<file path="src/rtl/pong_pkg.sv">
// Shared Pong screen geometry, colour constants and rectangle/score helpers
// used by the renderer, the game logic and the timing generator.
package pong_pkg;

  localparam int unsigned COORD_W = 10;
  localparam int unsigned CMP_W   = 11;
  localparam int unsigned RGB_W   = 12;
  localparam int unsigned SCORE_W = 4;
  localparam int unsigned GLYPH_W = 15;
  localparam int unsigned FCNT_W  = 6;

  localparam int unsigned SCREEN_W   = 640;
  localparam int unsigned SCREEN_H   = 480;
  localparam int unsigned SQ_SIDE    = 16;
  localparam int unsigned PDL_THICK  = 12;
  localparam int unsigned PDL_TALL   = 96;
  localparam int unsigned GLYPH_CELL = 8;
  localparam int unsigned P1_DIG_X   = 256;
  localparam int unsigned P2_DIG_X   = 360;
  localparam int unsigned DIG_TOP    = 32;
  localparam int unsigned NET_X      = 318;
  localparam int unsigned NET_W      = 4;

  localparam logic [RGB_W-1:0] COL_BG   = 12'h000;
  localparam logic [RGB_W-1:0] COL_FG   = 12'hFFF;
  localparam logic [RGB_W-1:0] COL_NET  = 12'h888;
  localparam logic [RGB_W-1:0] COL_OVER = 12'hF00;

  // Half-open rectangle test; one extra bit keeps pos+size from wrapping.
  function automatic logic in_rect(input logic [CMP_W-1:0] x, input logic [CMP_W-1:0] y,
                                   input logic [CMP_W-1:0] rx, input logic [CMP_W-1:0] ry,
                                   input logic [CMP_W-1:0] w, input logic [CMP_W-1:0] h);
    return (x >= rx) && (x < CMP_W'(rx + w)) && (y >= ry) && (y < CMP_W'(ry + h));
  endfunction

  function automatic logic [SCORE_W-1:0] units_digit(input logic [SCORE_W-1:0] score);
    return (score < SCORE_W'(10)) ? score : SCORE_W'(score - SCORE_W'(10));
  endfunction

endpackage

</file>
<file path="src/rtl/score_glyph.sv">
// 3x5 digit font, row-major with the top-left cell in the MSB; 10..15 blank.
module score_glyph
  import pong_pkg::*;
(
  input  logic [SCORE_W-1:0] digit,
  output logic [GLYPH_W-1:0] font_c
);

  always_comb begin
    font_c = '0;
    case (digit)
      4'd0:    font_c = 15'b111_101_101_101_111;
      4'd1:    font_c = 15'b010_110_010_010_111;
      4'd2:    font_c = 15'b111_001_111_100_111;
      4'd3:    font_c = 15'b111_001_111_001_111;
      4'd4:    font_c = 15'b101_101_111_001_001;
      4'd5:    font_c = 15'b111_100_111_001_111;
      4'd6:    font_c = 15'b111_100_111_101_111;
      4'd7:    font_c = 15'b111_001_001_001_001;
      4'd8:    font_c = 15'b111_101_111_101_111;
      4'd9:    font_c = 15'b111_101_111_001_111;
      default: font_c = '0;
    endcase
  end

endmodule

</file>
<file path="src/rtl/pong_renderer.sv">
// Pong pixel-colour generator: per-frame game-state snapshot in vblank,
// then a two-stage geometry / glyph-and-priority pipeline to 12-bit RGB.
module pong_renderer
  import pong_pkg::*;
#(
  parameter int unsigned H_VIDEO    = SCREEN_W,
  parameter int unsigned V_VIDEO    = SCREEN_H,
  parameter int unsigned SQ_WIDTH   = SQ_SIDE,
  parameter int unsigned PDL_WIDTH  = PDL_THICK,
  parameter int unsigned PDL_HEIGHT = PDL_TALL,
  parameter int unsigned CELL       = GLYPH_CELL,
  parameter int unsigned P1_DIGIT_X = P1_DIG_X,
  parameter int unsigned P2_DIGIT_X = P2_DIG_X,
  parameter int unsigned DIGIT_Y    = DIG_TOP
) (
  input  logic                 clk_0,
  input  logic                 rst,
  input  logic [COORD_W-1:0]   pixel_x,
  input  logic [COORD_W-1:0]   pixel_y,
  input  logic                 video_on,
  input  logic [COORD_W-1:0]   sq_xpos,
  input  logic [COORD_W-1:0]   sq_ypos,
  input  logic [COORD_W-1:0]   pdl1_xpos,
  input  logic [COORD_W-1:0]   pdl1_ypos,
  input  logic [COORD_W-1:0]   pdl2_xpos,
  input  logic [COORD_W-1:0]   pdl2_ypos,
  input  logic                 sq_shown,
  input  logic                 game_over,
  input  logic                 game_startup,
  input  logic [SCORE_W-1:0]   score_p1,
  input  logic [SCORE_W-1:0]   score_p2,
  output logic [RGB_W-1:0]     pixel_rgb,
  output logic                 frame_tick
);

  localparam int unsigned CELL_SH = $clog2(CELL);
  localparam logic [CMP_W-1:0] SQ_SZ  = CMP_W'(SQ_WIDTH);
  localparam logic [CMP_W-1:0] PDL_W  = CMP_W'(PDL_WIDTH);
  localparam logic [CMP_W-1:0] PDL_H  = CMP_W'(PDL_HEIGHT);
  localparam logic [CMP_W-1:0] BOX_W  = CMP_W'(3 * CELL);
  localparam logic [CMP_W-1:0] BOX_H  = CMP_W'(5 * CELL);
  localparam logic [CMP_W-1:0] DIG_Y  = CMP_W'(DIGIT_Y);
  localparam logic [CMP_W-1:0] P1_UX  = CMP_W'(P1_DIGIT_X);
  localparam logic [CMP_W-1:0] P1_TX  = CMP_W'(P1_DIGIT_X - 4 * CELL);
  localparam logic [CMP_W-1:0] P2_UX  = CMP_W'(P2_DIGIT_X);
  localparam logic [CMP_W-1:0] P2_TX  = CMP_W'(P2_DIGIT_X - 4 * CELL);
  localparam logic [CMP_W-1:0] NET_X0 = CMP_W'(NET_X);
  localparam logic [CMP_W-1:0] NET_X1 = CMP_W'(NET_X + NET_W);
  localparam logic [CMP_W-1:0] H_LIM  = CMP_W'(H_VIDEO);
  localparam logic [CMP_W-1:0] V_LIM  = CMP_W'(V_VIDEO);

  logic [COORD_W-1:0] sh_sq_x, sh_sq_y, sh_p1_x, sh_p1_y, sh_p2_x, sh_p2_y;
  logic               sh_shown, sh_over, sh_startup, snap_seen;
  logic [SCORE_W-1:0] sh_s1, sh_s2;
  logic [FCNT_W-1:0]  frame_cnt;
  logic               snap_c;

  assign snap_c = (pixel_x == '0) && (pixel_y == COORD_W'(V_VIDEO));

  // Shadow game state; snap_seen blanks the screen until the first snapshot.
  always_ff @(posedge clk_0 or posedge rst) begin
    if (rst) begin
      sh_sq_x    <= '0;
      sh_sq_y    <= '0;
      sh_p1_x    <= '0;
      sh_p1_y    <= '0;
      sh_p2_x    <= '0;
      sh_p2_y    <= '0;
      sh_s1      <= '0;
      sh_s2      <= '0;
      sh_shown   <= 1'b0;
      sh_over    <= 1'b0;
      sh_startup <= 1'b1;
      snap_seen  <= 1'b0;
      frame_cnt  <= '0;
      frame_tick <= 1'b0;
    end else begin
      frame_tick <= snap_c;
      if (snap_c) begin
        sh_sq_x    <= sq_xpos;
        sh_sq_y    <= sq_ypos;
        sh_p1_x    <= pdl1_xpos;
        sh_p1_y    <= pdl1_ypos;
        sh_p2_x    <= pdl2_xpos;
        sh_p2_y    <= pdl2_ypos;
        sh_s1      <= score_p1;
        sh_s2      <= score_p2;
        sh_shown   <= sq_shown;
        sh_over    <= game_over;
        sh_startup <= game_startup;
        snap_seen  <= 1'b1;
        frame_cnt  <= frame_cnt + FCNT_W'(1);
      end
    end
  end

  logic [CMP_W-1:0]   x_w, y_w, dx_c, dy_c;
  logic               vis_c, sq_hit_c, pdl_hit_c, net_hit_c, box_c;
  logic [SCORE_W-1:0] glyph_val_c;

  assign x_w = {1'b0, pixel_x};
  assign y_w = {1'b0, pixel_y};

  // Stage 1 geometry: sprite hits and which digit box (if any) holds the pixel.
  always_comb begin
    vis_c       = video_on && snap_seen && (x_w < H_LIM) && (y_w < V_LIM);
    sq_hit_c    = sh_shown && !sh_startup &&
                  in_rect(x_w, y_w, {1'b0, sh_sq_x}, {1'b0, sh_sq_y}, SQ_SZ, SQ_SZ);
    pdl_hit_c   = in_rect(x_w, y_w, {1'b0, sh_p1_x}, {1'b0, sh_p1_y}, PDL_W, PDL_H) ||
                  in_rect(x_w, y_w, {1'b0, sh_p2_x}, {1'b0, sh_p2_y}, PDL_W, PDL_H);
    net_hit_c   = (x_w >= NET_X0) && (x_w < NET_X1) && !pixel_y[4];
    box_c       = 1'b0;
    glyph_val_c = '0;
    dx_c        = '0;
    dy_c        = CMP_W'(y_w - DIG_Y);
    if (!sh_startup) begin
      if (in_rect(x_w, y_w, P1_UX, DIG_Y, BOX_W, BOX_H)) begin
        box_c       = 1'b1;
        glyph_val_c = units_digit(sh_s1);
        dx_c        = CMP_W'(x_w - P1_UX);
      end else if ((sh_s1 >= SCORE_W'(10)) && in_rect(x_w, y_w, P1_TX, DIG_Y, BOX_W, BOX_H)) begin
        box_c       = 1'b1;
        glyph_val_c = SCORE_W'(1);
        dx_c        = CMP_W'(x_w - P1_TX);
      end else if (in_rect(x_w, y_w, P2_UX, DIG_Y, BOX_W, BOX_H)) begin
        box_c       = 1'b1;
        glyph_val_c = units_digit(sh_s2);
        dx_c        = CMP_W'(x_w - P2_UX);
      end else if ((sh_s2 >= SCORE_W'(10)) && in_rect(x_w, y_w, P2_TX, DIG_Y, BOX_W, BOX_H)) begin
        box_c       = 1'b1;
        glyph_val_c = SCORE_W'(1);
        dx_c        = CMP_W'(x_w - P2_TX);
      end
    end
  end

  logic               v1, sq1, pdl1, net1, box1, over1;
  logic [SCORE_W-1:0] val1;
  logic [1:0]         col1;
  logic [2:0]         row1;

  always_ff @(posedge clk_0 or posedge rst) begin
    if (rst) begin
      v1    <= 1'b0;
      sq1   <= 1'b0;
      pdl1  <= 1'b0;
      net1  <= 1'b0;
      box1  <= 1'b0;
      over1 <= 1'b0;
      val1  <= '0;
      col1  <= '0;
      row1  <= '0;
    end else begin
      v1    <= vis_c;
      sq1   <= sq_hit_c;
      pdl1  <= pdl_hit_c;
      net1  <= net_hit_c;
      box1  <= box_c;
      over1 <= sh_over;
      val1  <= glyph_val_c;
      col1  <= 2'(dx_c >> CELL_SH);
      row1  <= 3'(dy_c >> CELL_SH);
    end
  end

  logic [GLYPH_W-1:0] font_c;
  logic [3:0]         idx_c;
  logic               score_vis_c;
  logic [RGB_W-1:0]   rgb_c;

  score_glyph u_glyph (
    .digit  (val1),
    .font_c (font_c)
  );

  assign idx_c = 4'(({1'b0, row1} * 4'd3) + {2'b00, col1});

  // Stage 2: font bit, game-over blink, then colour priority.
  always_comb begin
    score_vis_c = box1 && font_c[4'd14 - idx_c] && !(over1 && frame_cnt[5]);
    rgb_c       = COL_BG;
    if (!v1)                 rgb_c = COL_BG;
    else if (sq1 || pdl1)    rgb_c = COL_FG;
    else if (score_vis_c)    rgb_c = over1 ? COL_OVER : COL_FG;
    else if (net1)           rgb_c = COL_NET;
  end

  always_ff @(posedge clk_0 or posedge rst) begin
    if (rst) pixel_rgb <= COL_BG;
    else     pixel_rgb <= rgb_c;
  end

endmodule

</file>
<file path="config.mk">
export PLATFORM = sky130hd
export DESIGN_NAME = pong_renderer
export DESIGN_NICKNAME = d
export VERILOG_FILES = /design/src/rtl/pong_pkg.sv /design/src/rtl/score_glyph.sv /design/src/rtl/pong_renderer.sv
export SDC_FILE = /design/constraint.sdc
export NUM_CORES = 1
export LEC_CHECK = 0
export BUFFER_PORTS_ARGS = -buffer_cell sky130_fd_sc_hd__buf_2
export CORE_UTILIZATION = 50
export DETAILED_ROUTE_END_ITERATION = 16
export PLACE_DENSITY = 0.77
export SETUP_SLACK_MARGIN = 0.15
export SYNTH_ARGS = -nofsm -noshare
export SYNTH_HDL_FRONTEND = slang
export SYNTH_HIERARCHICAL = 1
export SYNTH_SLANG_ARGS = --single-unit
</file>
<file path="constraint.sdc">
create_clock -name clk_0 -period 10.2 [get_ports clk_0]
set_clock_uncertainty 0.15 [all_clocks]
set_input_delay 2.04 -clock clk_0 [delete_from_list [all_inputs] [get_ports clk_0]]
set_output_delay 2.04 -clock clk_0 [all_outputs]
set_load 0.02 [all_outputs]
</file>
==> metrics.txt <==
outcome finished clean; worst skew pair latency 0.36 ns; GP Congestion 0.868; share of cells above drive strength 1 18.5%; worst setup path class in -> reg; TNS Setup 0 ns; Synth Cell Area 0.00719 sq mm; min Tclk post-route 4.27 ns; Remaining Overflow, GRT 0; H-tree levels 3; max-cap viol count 0; die area 0.0149 sq mm; Crit. End Element flop; Post-synth EDFFs 0; worst vdd ir 0.0777 mV; TritonCTS clock tree yes; CTS Hold Bufs 0; main combinational cell family by area after synthesis adder cells; Die X 122 microns; Tcrit/Tclk final 41.9%; mux contribution to synthesized area 4.02%; max frequency 234 MHz; Detailed Route WL 16600 microns; clock slew at reported path FFs 0.06 ns; area grow syn2layout 12.9%; simple-gate portion of the synthesized area 11.4%; worst slew margin relative to its limit 38.9%; largest net degree at the start of global routing 74; cts bufs inserted 9; initial antenna violation count 0; Synth Warn # 6; endpoints failing setup 0; #FFs+latches synth 98; CTS root buffer clkbuf_16; crit-path max FO 72; core area 0.0139 sq mm; vias in the first global route 5811; vias per inst 5.52; worst setup margin 5.93 ns; post-cts resize count 0; PortBufs 106; row count 43; drt drc 0; Die Height 122 microns; final hold violations 0; pre-CTS setup slack 5.60 ns; sequential element share of the synthesized area 34.1%; pwr dens 105 mW/mm^2; Top FF cell, synth dfrtp_1; Synth Area in Compound Gates 18.4%; Pre-antenna DRT Iters 6; initial DRC count 352; XOR/XNOR share of the synthesized area 4.14%; type of the worst min-delay path reg -> reg; CTS Buffer Depth 2; Static Leak 4.19 nW; Cell variety after synth 68; Ports 107; Cells after Synth 768; Pins Over Slew Limit 0; Starting Density 51.6%; post-detailed-placement half-perimeter wirelength 12300 microns; Post-synth ARST share 100%; clock sinks 98; # Post-CTS Setup Buffers 0; first-pass GRT wire length 27700 microns; ant diodes 0; GR Util All Layers 24.4%; Nets 1073; Net Count, Synth 982; Arr. time, crit path 4.36 ns; r2r setup slk 6.85 ns; wire per inst 15.9 microns; adder-cell area share of the yosys netlist 21.1%; Worst Tran Pin Value 0.917 ns; Worst EP required 10.29 ns; Routed Antenna Nets 0; nature of the critical path startpoint input pin; Syn Area/Cell 9.36 sq um; unrepaired setup endpoints after global routing no; via count 5768
-- cell families (layout without fill, tap and decap cells) --
family	after synthesis	in the layout
AOI/OAI and AO/OA	213	213
xor gates and xnor gates	34	34
adders and majority gates	120	120
buffers and inverters	112	208
DFF	98	98
muxes	23	23
and+or+nand+nor	168	168
-- final timing paths --
path                                      from                endpoint  cells after the start
setup / recovery                    pixel_x[6]    sh_s2[3]$_DFFE_PP0P_                      5
hold / removal             sh_over$_DFFE_PP0P_         over1$_DFF_PP0_                      0
setup reg to reg             col1[1]$_DFF_PP0_  pixel_rgb[7]$_DFF_PP0_                      8
hold reg to reg            sh_over$_DFFE_PP0P_         over1$_DFF_PP0_                      0
max in group asynchronous                  rst  sh_p1_x[2]$_DFFE_PP0P_                      3
min in group asynchronous                  rst  pixel_rgb[6]$_DFF_PP0_                      2
-- stage by stage --
step                total power, mW  instances  cell area, sq um  hold WS [ns]  util [%]
detailed placement            0.490       1028              7790         0.215      55.9
finish                        0.852       1044              8110         0.238      58.2
global route                  0.885       1044              8110         0.253      58.2
global placement              0.488       1028              7790         0.208      55.9
CTS                           0.859       1044              8110         0.244      58.2
floorplan                     0.446        768              7190         0.200         -
-- worst max-delay path, cell delays in order --
cell	delay, ns
buf_2	0.21
or4_1	0.59
nor4_4	0.50
buf_4	0.59
mux2_2	0.41
-- registers in the layout (all words and copies together) (netlist names), 2 cells and up --
register	count
sh_p1_x	10
sh_p1_y	10
sh_p2_x	10
sh_p2_y	10
sh_sq_x	10
sh_sq_y	10
frame_cnt	6
pixel_rgb	4
sh_s1	4
sh_s2	4
val1	4
row1	3
col1	2
-- routing by layer --
| layer | global-route usage [%] | vias to the layer above | share of wire (%) |
|---|---|---|---|
| met5 | 0 | - | 0 |
| met4 | 10.6 | 0 | 2.3 |
| li1 | - | 2877 | - |
| met1 | 31.9 | 2734 | 46 |
| met3 | 3.46 | 28 | 4.0 |
| met2 | 40.0 | 129 | 48 |
-- cell type report --
class	instances	area, sq um
Fill cell	1221	5830
Multi-Input combinational cell	558	4250
Sequential cell	98	2450
Timing Repair Buffer	109	553
Inverter	83	314
Clock buffer	9	225
Tap cell	180	225
Clock inverter	7	92.6
-- Yosys cell counts (3+ instances only) --
library cell    n  area, sq um
nor2b_1         7         43.8
mux4_2          3         67.6
o21ai_0        90          450
nand2_1        75          282
nand2b_1        9         56.3
o21a_1         11         82.6
xnor2_1        28          245
ha_1          118         1480
a21oi_1        40          200
nor3_1         12         60.1
xor2_1          6         52.6
o21ai_2         3         26.3
a31oi_1         6         37.5
dfrtp_1        97         2430
a21o_1         12         90.1
o211ai_1        8         60.1
o2111ai_1       3         26.3
mux2i_1         3         30.0
o21bai_1        4         30.0
mux2_2         16          180
clkbuf_1        7         26.3
a211oi_1        5         37.5
nor2_1         21         78.8
nand3_1        17         85.1
nand4_1         5         31.3
buf_2           8         40.0
buf_4          13         97.6
inv_1          83          312
a211o_1         6         52.6
a2111oi_0       3         26.3
o22ai_1         3         18.8
-- cells in the final DEF, fill, tap and decap left out, types with 16 or more instances in the layout --
cell type	instances
a21oi_1	40
buf_2	106
dfrtp_1	97
ha_1	118
inv_1	82
mux2_2	16
nand2_1	75
nand3_1	17
nor2_1	21
o21ai_0	90
xnor2_1	28
-- where the power goes --
group	switching, mW	leakage (nW)	total [mW]	internal [mW]
registers	0.000328	1.05	0.389	0.389
clock network	0.154	0.160	0.369	0.215
logic	0.0536	2.98	0.0934	0.0398
(Power assumes the default switching activity.)
